===== src/rtl/display_leitor.sv =====
// display_leitor: reads a seven-segment bus, debounces it, decodes the digit and buffers words in a 2-entry FIFO
//   clock      in   rising-edge clock
//   reset      in   asynchronous active-low reset
//   segmentos  in   [6:0] active-low segments, bit 6 = a ... bit 0 = g
//   ativo      in   display enable; 0 forces a blank sample
//   pronto     in   downstream ready
//   valido     out  FIFO head available
//   valor      out  [3:0] head digit (0..10, 15 for unrecognised)
//   erro       out  head came from an unrecognised pattern
//   sobrecarga out  sticky: an accepted word was dropped on a full FIFO
module display_leitor #(
    parameter int ESTAVEL = 4
) (
    input  logic       clock,
    input  logic       reset,
    input  logic [6:0] segmentos,
    input  logic       ativo,
    input  logic       pronto,
    output logic       valido,
    output logic [3:0] valor,
    output logic       erro,
    output logic       sobrecarga
);
    typedef enum logic [1:0] {OCIOSO, ESTABILIZANDO, EMITIDO} estado_t;
    localparam logic [6:0] BRANCO = 7'h7F;
    estado_t estado, prox;
    logic [6:0] amostra, anterior;
    logic [3:0] cont, cont_prox;
    logic       aceitar, vazio, difere;
    logic [4:0] palavra, cabeca, cauda;
    logic [1:0] ocup;
    logic       pop, grava, idx;
    // palavra = {erro, valor}
    always_comb begin
        palavra = 5'h1F;
        case (amostra)
            7'b0000001: palavra = 5'h00;
            7'b1001111: palavra = 5'h01;
            7'b0010010: palavra = 5'h02;
            7'b0000110: palavra = 5'h03;
            7'b1001100: palavra = 5'h04;
            7'b0100100: palavra = 5'h05;
            7'b0100000: palavra = 5'h06;
            7'b0001101: palavra = 5'h07;
            7'b0000000: palavra = 5'h08;
            7'b0000100: palavra = 5'h09;
            7'b1111110: palavra = 5'h0A;
            default: ;
        endcase
    end
    always_comb begin
        prox      = estado;
        cont_prox = cont;
        aceitar   = 1'b0;
        vazio     = amostra == BRANCO;
        difere    = amostra != anterior;
        if (difere) cont_prox = 4'd1;
        else if (estado == ESTABILIZANDO) cont_prox = cont + 4'd1;
        if (vazio) prox = OCIOSO;
        else if (estado == OCIOSO || difere) prox = ESTABILIZANDO;
        else if (estado == ESTABILIZANDO && cont_prox == 4'(ESTAVEL)) begin
            prox    = EMITIDO;
            aceitar = 1'b1;
        end
    end
    always_ff @(posedge clock or negedge reset) begin
        if (!reset) begin
            estado   <= OCIOSO;
            cont     <= 4'd0;
            amostra  <= BRANCO;
            anterior <= BRANCO;
        end else begin
            estado   <= prox;
            cont     <= cont_prox;
            amostra  <= ativo ? segmentos : BRANCO;
            anterior <= amostra;
        end
    end
    // Shift-style FIFO: cabeca is always the head; a full FIFO still takes a push when it pops.
    assign valido = ocup != 2'd0;
    assign valor  = cabeca[3:0];
    assign erro   = cabeca[4];
    assign pop    = valido & pronto;
    assign grava  = aceitar & (ocup != 2'd2 | pop);
    assign idx    = ocup[1] | (ocup[0] & ~pop);
    always_ff @(posedge clock or negedge reset) begin
        if (!reset) begin
            cabeca     <= 5'd0;
            cauda      <= 5'd0;
            ocup       <= 2'd0;
            sobrecarga <= 1'b0;
        end else begin
            if (pop) cabeca <= cauda;
            if (grava && !idx) cabeca <= palavra;
            if (grava && idx) cauda <= palavra;
            ocup       <= ocup + {1'b0, grava} - {1'b0, pop};
            sobrecarga <= sobrecarga | (aceitar & ocup == 2'd2 & ~pop);
        end
    end
endmodule


===== config.mk =====
export PLATFORM = sky130hd
export DESIGN_NAME = display_leitor
export DESIGN_NICKNAME = d
export VERILOG_FILES = /design/src/rtl/display_leitor.sv
export SDC_FILE = /design/constraint.sdc
export NUM_CORES = 1
export LEC_CHECK = 0
export CAP_MARGIN = 20
export CORE_UTILIZATION = 56
export DETAILED_ROUTE_END_ITERATION = 8
export MAX_ROUTING_LAYER = met4
export PLACE_DENSITY = 0.79
export SKIP_CTS_REPAIR_TIMING = 1
export SYNTH_ARGS = -nofsm -noshare
export SYNTH_HDL_FRONTEND = slang
export SYNTH_SLANG_ARGS = --single-unit

===== constraint.sdc =====
create_clock -name clock -period 3.4 [get_ports clock]
set_input_delay 1.02 -clock clock [delete_from_list [all_inputs] [get_ports clock]]
set_output_delay 1.02 -clock clock [all_outputs]
set_load 0.02 [all_outputs]

Yosys cells after proc, flatten, opt, wreduce, memory -nomap -nowiden
Index checks and enable logic that the tools add are counted.
- bits of input ports: 11
- logic and storage cells: 58
- output and inout port bits: 7
- flip-flop bits (word level): 33
- reductions and logical operators: 10
- $add $sub $neg: 3
- bitwise gates (word level): 9
- equal/unequal tests: 16
- muxes and demuxes: 12
- operators by type and width (kind ; number):
    5-bit one-hot mux with 11 select lines ; 1
    7-bit == test (second input constant) ; 4
    7-bit by 3-bit == test with 1-bit output (second input constant) ; 2
    7-bit by 6-bit == test with 1-bit output (second input constant) ; 2
    5-bit two-way mux ; 2
    4-bit two-way mux ; 2
    7-bit by 1-bit == test with 1-bit output (second input constant) ; 1
    7-bit by 4-bit == test with 1-bit output (second input constant) ; 1
    7-bit by 5-bit == test with 1-bit output (second input constant) ; 1
    7-bit zero test ; 1
    7-bit two-way mux ; 1
    7-bit inequality test ; 1
    2-bit two-way mux ; 3
    1-bit AND ; 5
    4-bit by 1-bit adder with 4-bit output (second input constant) ; 1
    4-bit by 3-bit == test with 1-bit output (second input constant) ; 1
    2-bit nonzero test ; 2
    1-bit logical AND ; 3
    1-bit two-way mux ; 3
    1-bit OR ; 3
    3-bit nonzero test ; 1
    2-bit by 1-bit adder with 2-bit output ; 1
    2-bit by 1-bit == test with 1-bit output (second input constant) ; 1
    2-bit == test (second input constant) ; 1
    6 further kinds ; 6

Longest topological paths before layout
Gate-level depths: netlist of run 1.
- depth in word-level cells: 11
- mapped depth: 12
- mapped depth without buffers: 11

Worst setup path after synthesis of run 1
OpenSTA, ideal clock, no wires.
- path kind: register -> register
- start: register amostra[0]
- end: register ocup[1]
- data arrival time: 2298 ps
- clock period less this slack: 2423 ps
- path buffers: 1
- cell stages (with the launch flop): 12
- required time: 3275 ps
- path slack: 977 ps
- library setup time: 125 ps
- cell sequence: dfstp_2 -> buf_2 -> xor2_2 -> nor4_4 -> o2111ai_2 -> nor2_1 -> nand2_1 -> ha_1 -> inv_1 -> ha_1 -> xnor2_1 -> xnor2_1
- word-level cells in the longest chain between the ends: 10
- elaborated cells between the ends (all ways): 12
- classes of those cells: add/sub: 2; eq/ne: 3; mux: 4; bitwise: 1; reduce/logical: 2
- ends and longest elaborated chain (what ; line ; text):
    start, declared ; 27 ; logic [6:0] amostra, anterior;
    start signal, assigned ; 75 ; amostra <= ativo ? segmentos : BRANCO;
    7-bit inequality test ; 56 ; difere = amostra != anterior;
    4-bit two-way mux ; 57 ; if (difere) cont_prox = 4'd1;
    4-bit by 3-bit == test with 1-bit output ; 61 ; else if (estado == ESTABILIZANDO && cont_prox == 4'(ESTAVEL)) begin
    1-bit logical AND ; 61 ;
    1-bit two-way mux ; 61 ;
    1-bit two-way mux ; 60 ; else if (estado == OCIOSO || difere) prox = ESTABILIZANDO;
    1-bit two-way mux * ; 59 ; if (vazio) prox = OCIOSO;
    1-bit AND * ; 84 ; assign grava = aceitar & (ocup != 2'd2 | pop);
    2-bit by 1-bit adder with 2-bit output * ; 96 ; ocup <= ocup + {1'b0, grava} - {1'b0, pop};
    2-bit by 1-bit subtractor with 2-bit output * ; 96 ;
    end signal, assigned ; 96 ;
    end, declared ; 31 ; logic [1:0] ocup;
Every way passes the cells marked *; elsewhere a longest branch is shown, timed or not.
A chain may end at the register's enable or synchronous reset.

Final worst setup path of run 1
- start: register ocup[1]
- end: output port valido
- word-level cells in the longest chain between the ends: 1
- ends and longest elaborated chain (what ; line ; text):
    2-bit nonzero test ; 80 ; assign valido = ocup != 2'd0;
    end, declared ; 19 ; output logic valido,
No other way between the ends.

==> results of run 1 <==
## synthesized netlist by cell type, drive strengths merged (4+ instances only)
cell / instances / area share (%)
a21oi: 9 / 2.5
buf: 5 / 1.9
dfrtp: 19 / 26
dfstp: 14 / 20
inv: 7 / 1.4
mux2i: 8 / 4.4
nand2: 11 / 2.3
nand2b: 8 / 2.7
nand3: 4 / 1.8
nor2: 13 / 2.7
nor3: 5 / 1.9
o31ai: 5 / 2.1
xor2: 11 / 6.1
## layer usage
metal | vias up | wire length (microns) | track usage [%]
li1 | 629 | - | -
met1 | 631 | 1415 | 26.07
met2 | 37 | 1615 | 36.69
met3 | 4 | 122 | 6.332
met4 | 0 | 31 | 8.503
met5 | - | 0 | -
## state kept, by name, summed over array words and instances, names as in the netlist
signal / flops
amostra: 7
anterior: 7
cabeca: 5
cauda: 5
cont: 4
estado: 2
ocup: 2
sobrecarga: 1
## stage by stage
step	power, W	hold WS (ns)	utilization (%)	cell area [sq um]	worst slack, ns
after global placement	0.0006374	0.4150	65.49	2016	0.7372
after detailed placement	0.0006490	0.4114	65.49	2016	0.6703
after CTS	0.0009184	0.4278	68.01	2093	0.6934
after floorplan	0.0005902	0.3519	-	1824	0.9766
after global routing	0.0009621	0.4403	68.01	2093	0.5210
final	0.0009064	0.4262	68.01	2093	0.7210
## power breakdown
part           internal [W]  switching (W)  total (W)
combinational     0.0000827      0.0000986   0.000181
sequential         0.000424      0.0000354   0.000459
clock              0.000127       0.000139   0.000266
total              0.000633       0.000273   0.000906
## worst min-delay path by stage
stage	to	slack, ns	depth (start not counted)
floorplan	anterior[3]$_DFF_PN1_	0.35	0
global placement	anterior[2]$_DFF_PN1_	0.42	0
detailed placement	anterior[2]$_DFF_PN1_	0.41	0
CTS	anterior[2]$_DFF_PN1_	0.43	0
global route	anterior[2]$_DFF_PN1_	0.44	0
finish	anterior[2]$_DFF_PN1_	0.43	0
## logic make-up after synthesis
group                      Yosys count
muxes                               11
buffers and inverters               14
xor gates and xnor gates            14
DFF                                 33
AOI/OAI and AO/OA                   30
adders and majority gates            3
and+or+nand+nor                     62
## layout make-up
cell class | count | area [sq um]
fillers | 249 | 984.7
multi-input cells | 120 | 913.4
flip-flops and latches | 33 | 843.3
repair buffers | 18 | 177.7
clock buffers | 6 | 62.56
well taps | 44 | 55.05
inverters | 7 | 26.28
clock inverters | 2 | 15.01
## worst max-delay path: stages (launching register included)
cell and delay, ns:
dfrtp_1 0.46, or2_2 0.33, clkdlybuf4s50_1 0.54
==> flow_summary_export.csv, run 1 <==
group,metric,value,unit
routing,drc,0,
sta,setup_tns,0,ns
synth,synth_fp_nets,181,
clocking,clk_pin_slew,0.11,ns
floorplan,dieArea,3490,sq um
routing,avgViaCountPerCell,5.657,
finish,antenna_cells,0,
setup_path,rr_worst_depth,10,
floorplan,coreArea,3078,sq um
clocking,cts_tree,"done",
sta,fin_crit_sh,78.79,%
floorplan,initial_core_util,59.27,%
routing,routed_wl,3185,microns
global_route,antenna_found_initial,0,
global_route,grt_pass1_vias,1231,
finish,fin_cells,230,
setup_path,crit_path_end,"valido",
setup_path,r2r_start,"amostra[0]$_DFF_PN1_",
global_route,grt_pass1_wl,5520,microns
global_route,grtUsageTotal,22.37,%
setup_path,cp-startpoint,"ocup[1]$_DFF_PN0_",
synth,avgSynthCellArea,10.92,sq um
routing,dr.pass1.iters,4,
floorplan,rows,20,
sta,rsz0062_at_grt,"no",
sta,hold_viol,0,
finish,most-common-layout-cells,"19 x dfrtp_1, 17 x clkdlybuf4s50_1, 14 x dfstp_2",
clocking,h-tree-depth,2,
placement,dp_hpwl,2368,microns
clocking,clock_path_buffers,2,
clocking,numCtsBuffers,5,
pwr,p_leak,0.9031,nW
setup_path,arrival,1.66,ns
sta,fmax,373.3,MHz
setup_path,start_kind,"flop",
pwr,peakVddDrop,254.4,uV
floorplan,ioPinCount,18,
routing,ant_nets,0,
global_route,gr-total-overflow,0,
setup_path,timing.reg2reg.setup_slack,0.78,ns
synth,ys_warn_count,0,
sta,fin_crit,2.679,ns
outcome,status,"finished, final reports clean",
routing,wire_per_inst,13.85,microns
sta,slew_viol_final,0,
synth,synth.ff_latch_count,33,
synth,synth_adder_area_share,2.058,%
routing,vias,1301,
finish,syn2layout_area_growth,14.75,%
synth,synthDistinctLibCells,50,
setup_path,cp.required,2.38,ns
floorplan,die_w,59.08,microns
sta,tightestPinTransition,0.5419,ns
synth,synth_compound_area_share,13.17,%
synth,synthFlopType,"dfrtp_1",
sta,skew,0.009031,ns
pwr,power.density,433.0,nW/um^2
routing,first_iter_violations,41,
hold_path,hold_path_startpoint,"amostra[2]$_DFF_PN1_",
setup_path,crit_type,"reg -> out",
clocking,clk_latency,0.33,ns
finish,layout_commonest_cell,"dfrtp_1",
floorplan,die_h,59.08,microns
setup_path,cp-end-kind,"output pin",
placement,placement.io_buffers,17,
synth,synth_xor_area_share,7.545,%
run,maxCapViolCount,0,
synth,synth_area,1824,sq um
clocking,clkSinkCount,33,
placement,gp_congestion,0.9192,
synth,syn_inst,167,
clocking,root_buffer,"clkbuf_4",
synth,postSynth.asyncResetShare,100.0,%
synth,synthMuxAreaShare,6.447,%
synth,synth_edf_count,0,
sta,setup_viol,0,
hold_path,hp-class,"reg -> reg",
finish,nets,199,
setup_path,reg2reg_to,"ocup[1]$_DFF_PN0_",
global_route,grt_max_degree,34,
finish,drive_above_1_share,22.58,%
synth,yosysSeqAreaShare,46.23,%
setup_path,crit_fanout,6,
synth,synth_top_family_by_area,"simple AND/OR/NAND/NOR gates",
placement,dp_cells,222,
synth,yosys.area_share.simple,20.85,%
sta,slew_headroom,63.66,%
No activity file was read; power rests on OpenSTA's default activity.
==> inputs of run 2 (changes only) <==
==> constraint.sdc (replaced) <==
create_clock -name clock -period 2.7 [get_ports clock]
set_input_delay 0.81 -clock clock [delete_from_list [all_inputs] [get_ports clock]]
set_output_delay 0.81 -clock clock [all_outputs]
set_load 0.02 [all_outputs]
==> run 2 against run 1 <==
  * Worst hold slack worse by 0.0075 ns
  * Setup slack worse by 0.50 ns
  * Critical endpoint unchanged
  * Register-to-register slack worse by 0.52 ns
  * Critical path type unchanged
  * Design area up 3.7%
  * Sequential share of layout area down 1.4 points
  * Global-route usage up 2.1 points
  * Largest power group unchanged
  * Sequential power up 25%
  * Via count up 3.8%
  * Clock skew up 0.0029 ns
  * Highest routed layer unchanged
==> flow_summary_export.csv, run 2 (synthesis gave the netlist of run 1 again) <==
group,metric,value,unit
global_route,gr-total-overflow,0,
setup_path,reg2reg_to,"ocup[1]$_DFF_PN0_",
placement,dp_hpwl,2574,microns
setup_path,path_buf_inv,1,
floorplan,initial_core_util,59.27,%
sta,rsz0062_at_grt,"no",
clocking,clk_pin_slew,0.12,ns
setup_path,arrival,1.67,ns
floorplan,coreArea,3078,sq um
floorplan,rows,20,
setup_path,timing.reg2reg.setup_slack,0.26,ns
finish,post-route-util,70.53,%
setup_path,r2r_start,"amostra[5]$_DFF_PN1_",
routing,avgViaCountPerCell,5.676,
clocking,numCtsBuffers,5,
floorplan,ioPinCount,18,
routing,ant_nets,0,
floorplan,dieArea,3490,sq um
finish,syn2layout_area_growth,19.00,%
clocking,clkSinkCount,33,
routing,drc,0,
finish,regArea,843.3,sq um
setup_path,start_kind,"flop",
setup_path,cp.required,1.89,ns
hold_path,hold_path_startpoint,"amostra[1]$_DFF_PN1_",
pwr,power.density,541.0,nW/um^2
sta,hold_viol,0,
routing,vias,1351,
run,maxCapViolCount,0,
global_route,grtUsageTotal,24.45,%
finish,nets,207,
global_route,grt_pass1_vias,1333,
finish,layout_commonest_cell,"dfrtp_1",
hold_path,min_to,"anterior[1]$_DFF_PN1_",
clocking,clk_latency,0.34,ns
sta,slew_headroom,66.30,%
finish,fillers,241,
setup_path,slowest_stage,"clkdlybuf4s50_1",
sta,skew,0.01190,ns
placement,placement.io_buffers,17,
pwr,p_leak,0.9458,nW
clocking,clock_path_buffers,2,
placement,gp_congestion,0.7916,
finish,multi_input_area,918.4,sq um
routing,dr.pass1.iters,4,
setup_path,crit_chain,"or2_2 -> clkdlybuf4s50_1",
clocking,h-tree-depth,2,
setup_path,rr_worst_depth,10,
setup_path,path_delay_family,"buffers and inverters",
finish,drive_above_1_share,26.29,%
sta,fin_crit_sh,91.95,%
hold_path,hold_depth,0,
finish,most-common-layout-cells,"19 x dfrtp_1, 17 x clkdlybuf4s50_1, 14 x dfstp_2",
sta,slew_viol_final,0,
routing,routed_wl,3595,microns
routing,first_iter_violations,36,
outcome,status,"finished, final reports clean",
sta,setup_tns,0,ns
clocking,cts_tree,"done",
pwr,peakVddDrop,315.5,uV
sta,setup_viol,0,
finish,antenna_cells,0,
global_route,grt_max_degree,19,
clocking,root_buffer,"clkbuf_4",
sta,fin_crit,2.483,ns
setup_path,critical_path.max_stage_delay,0.54,ns
global_route,grt_pass1_wl,6078,microns
floorplan,die_w,59.08,microns
setup_path,cp-end-kind,"output pin",
finish,reg.largest.list,"amostra (7), anterior (7)",
sta,fmax,402.8,MHz
hold_path,hp-class,"reg -> reg",
sta,tightestPinTransition,0.5025,ns
routing,wire_per_inst,15.11,microns
global_route,antenna_found_initial,0,
floorplan,die_h,59.08,microns
setup_path,crit_type,"reg -> out",
setup_path,crit_fanout,6,
run 2: cell types whose count changed in the layout (fill, tap and decap cells not counted), sizes merged:
cell / before / now
buf: 1 / 9
run 2: report_power, final:
part	internal (W)	switching (W)	total [W]
Combinational	0.000118	0.000137	0.000255
Clock	0.000160	0.000185	0.000345
Sequential	0.000534	0.0000405	0.000574
Total	0.000811	0.000363	0.00117
run 2: cell type report:
type	count	share of cell area, %
Multi-Input combinational cell	120	42.31
Sequential cell	33	38.85
Timing Repair Buffer	26	11.53
Clock buffer	6	2.882
Tap cell	44	2.536
Inverter	7	1.210
Clock inverter	2	0.6916
run 2: worst max-delay path by stage:
stage	from	end	cells past startpoint
after global placement	amostra[5]$_DFF_PN1_	ocup[1]$_DFF_PN0_	10
after detailed placement	amostra[5]$_DFF_PN1_	ocup[1]$_DFF_PN0_	10
after global routing	amostra[5]$_DFF_PN1_	ocup[1]$_DFF_PN0_	10
after floorplan	amostra[0]$_DFF_PN1_	ocup[1]$_DFF_PN0_	11
final	ocup[1]$_DFF_PN0_	valido	2
after CTS	amostra[5]$_DFF_PN1_	ocup[1]$_DFF_PN0_	10
run 2: per-stage QoR:
| stage | setup WS [ns] | power [W] | hold slack [ns] | instances | area [sq um] |
|---|---|---|---|---|---|
| final | 0.2173 | 0.001174 | 0.4188 | 238 | 2171 |
| after global routing | 0.01794 | 0.001243 | 0.4184 | 238 | 2171 |
| after CTS | 0.1848 | 0.001176 | 0.4374 | 233 | 2116 |
| after detailed placement | 0.2229 | 0.0008302 | 0.4160 | 225 | 2038 |
| after global placement | 0.3443 | 0.0008141 | 0.4143 | 225 | 2038 |
| after floorplan | 0.2766 | 0.0007432 | 0.3519 | 167 | 1824 |
run 2: metal layers:
| metal | vias to the layer above | global-route usage [%] | routed length, microns |
|---|---|---|---|
| met5 | - | - | 0 |
| met4 | 0 | 9.184 | 67 |
| met3 | 7 | 5.240 | 125 |
| met2 | 33 | 40.42 | 1837 |
| met1 | 661 | 29.32 | 1564 |
| li1 | 650 | - | - |
==> inputs of run 3 (changes only) <==
--- a/config.mk
+++ b/config.mk
@@ -6,10 +6,10 @@
 export NUM_CORES = 1
 export LEC_CHECK = 0
 export CAP_MARGIN = 20
-export CORE_UTILIZATION = 56
+export CORE_UTILIZATION = 51
 export DETAILED_ROUTE_END_ITERATION = 8
 export MAX_ROUTING_LAYER = met4
-export PLACE_DENSITY = 0.79
+export PLACE_DENSITY = 0.75
 export SKIP_CTS_REPAIR_TIMING = 1
 export SYNTH_ARGS = -nofsm -noshare
 export SYNTH_HDL_FRONTEND = slang
==> constraint.sdc (replaced) <==
create_clock -name clock -period 2.05 [get_ports clock]
set_input_delay 0.615 -clock clock [delete_from_list [all_inputs] [get_ports clock]]
set_output_delay 0.615 -clock clock [all_outputs]
set_load 0.02 [all_outputs]
==> run 3 against run 2 <==
  * The run now ends with setup timing left
  * Setup slack lost 0.46 ns
  * Power increased by 43%
  * Die area up 9.5%
  * Critical path depth rose by 9
  * Sequential share of layout area fell by 5.2 points
  * Combinational power up 87%
  * Flip-flop and latch count unchanged
  * Wire length up 17%
  * Register-to-register slack worse by 0.51 ns
  * Clock power is 34% higher
  * Critical endpoint is now ocup[1]$_DFF_PN0_
==> flow_summary_export.csv, run 3 (synthesis gave the netlist of run 1 again) <==
group,metric,value,unit
outcome,status,"complete, but fails checks",
outcome,violations,"setup timing",
setup_path,r2r_start,"cont[0]$_DFF_PN0_",
setup_path,timing.reg2reg.setup_slack,-0.25,ns
placement,gp_congestion,0.8269,
setup_path,crit_fanout,2,
finish,reg.largest.list,"amostra (7), anterior (7)",
setup_path,crit_type,"reg -> reg",
routing,wire_per_inst,15.65,microns
global_route,grt_max_degree,34,
pwr,finalPower,0.001675,W
routing,ant_nets,0,
hold_path,hold_depth,0,
sta,skew,0.01375,ns
routing,avgViaCountPerCell,5.483,
sta,fin_crit,2.295,ns
finish,syn2layout_area_growth,37.38,%
routing,vias,1475,
floorplan,coreArea,3390,sq um
clocking,root_buffer,"clkbuf_4",
clocking,clk_latency,0.35,ns
clocking,numCtsBuffers,5,
pwr,peakVddDrop,459.8,uV
sta,setup_viol,5,
floorplan,die_h,61.81,microns
pwr,p_leak,1.125,nW
clocking,cts_tree,"done",
finish,layout_commonest_cell,"buf_4",
sta,fin_crit_sh,112.0,%
hold_path,hold_path_startpoint,"amostra[4]$_DFF_PN1_",
hold_path,hp-class,"reg -> reg",
floorplan,dieArea,3820,sq um
sta,slew_headroom,72.18,%
run,maxCapViolCount,0,
setup_path,cp.required,2.30,ns
routing,routed_wl,4210,microns
sta,slew_viol_final,0,
setup_path,rr_worst_depth,11,
setup_path,start_kind,"flop",
placement,postPlaceCellArea,2266,sq um
floorplan,initial_core_util,53.82,%
setup_path,arrival,2.55,ns
global_route,antenna_found_initial,0,
hold_path,min_to,"anterior[4]$_DFF_PN1_",
finish,final_area,2506,sq um
global_route,gr-total-overflow,0,
sta,hold_viol,0,
placement,placement.io_buffers,17,
routing,drc,0,
placement,dp_hpwl,2873,microns
clocking,clk_pin_slew,0.12,ns
floorplan,ioPinCount,18,
setup_path,reg2reg_to,"ocup[1]$_DFF_PN0_",
pwr,power.density,668.5,nW/um^2
sta,tightestPinTransition,0.4119,ns
global_route,grt_pass1_wl,6161,microns
floorplan,rows,21,
sta,rsz0062_at_grt,"yes",
sta,fin_ws,-0.2452,ns
global_route,grtUsageTotal,23.68,%
finish,antenna_cells,0,
setup_path,cp-startpoint,"cont[0]$_DFF_PN0_",
routing,first_iter_violations,99,
routing,dr.pass1.iters,4,
clocking,clkSinkCount,33,
floorplan,die_w,61.81,microns
clocking,clock_path_buffers,2,
global_route,grt_pass1_vias,1347,
setup_path,cp-end-kind,"flop",
sta,fmax,435.7,MHz
finish,nets,236,
clocking,h-tree-depth,2,
finish,drive_above_1_share,44.39,%
finish,most-common-layout-cells,"35 x buf_4, 19 x dfrtp_1, 16 x clkdlybuf4s50_1",
run 3: through the flow:
stage	worst slack [ns]	hold WS, ns	util, %	TNS, ns	std cells
final	-0.2452	0.3983	73.94	-0.5944	269
after CTS	-0.2950	0.4011	69.14	-0.6722	264
after detailed placement	-0.1932	0.3845	66.85	-0.2628	256
after global routing	-0.3642	0.4069	73.94	-1.290	269
after global placement	-0.08530	0.3793	66.85	-0.1249	256
after floorplan	-0.2778	0.3194	-	-0.4072	167
run 3: worst max-delay path by stage:
stage | end | slack (ns) | cells after the start
after CTS | ocup[1]$_DFF_PN0_ | -0.30 | 11
after floorplan | ocup[1]$_DFF_PN0_ | -0.28 | 11
after global placement | ocup[1]$_DFF_PN0_ | -0.09 | 9
after detailed placement | ocup[1]$_DFF_PN0_ | -0.19 | 11
final | ocup[1]$_DFF_PN0_ | -0.25 | 11
after global routing | ocup[1]$_DFF_PN0_ | -0.36 | 11
run 3: cell type report:
class	count	area [sq um]
Clock buffer	6	62.56
Clock inverter	2	15.01
Fill cell	227	883.3
Inverter	7	26.28
Multi-Input combinational cell	120	1032
Sequential cell	33	843.3
Tap cell	46	57.56
Timing Repair Buffer	55	469.2
run 3: critical path, cell delays in order, from the launching register on:
cell and delay [ns]:
dfrtp_1 0.41, ha_2 0.20, xor2_2 0.19, and4b_1 0.27, o2111ai_2 0.16, nor2_2 0.16
nand2_1 0.07, ha_1 0.29, inv_2 0.05, ha_4 0.15, xnor2_2 0.13, xnor2_1 0.13
run 3: power by group:
| part | switching [W] | total [W] | internal, W |
|---|---|---|---|
| combinational | 0.000248 | 0.000477 | 0.000229 |
| clock | 0.000251 | 0.000462 | 0.000210 |
| sequential | 0.0000345 | 0.000737 | 0.000702 |
| total | 0.000534 | 0.00168 | 0.00114 |
run 3: routing by layer:
layer / GRT usage (%) / part of all wire (%)
met3: 7.246 / 3.9
met4: 7.302 / 2.2
met1: 26.89 / 42
met5: - / 0
met2: 40.09 / 52
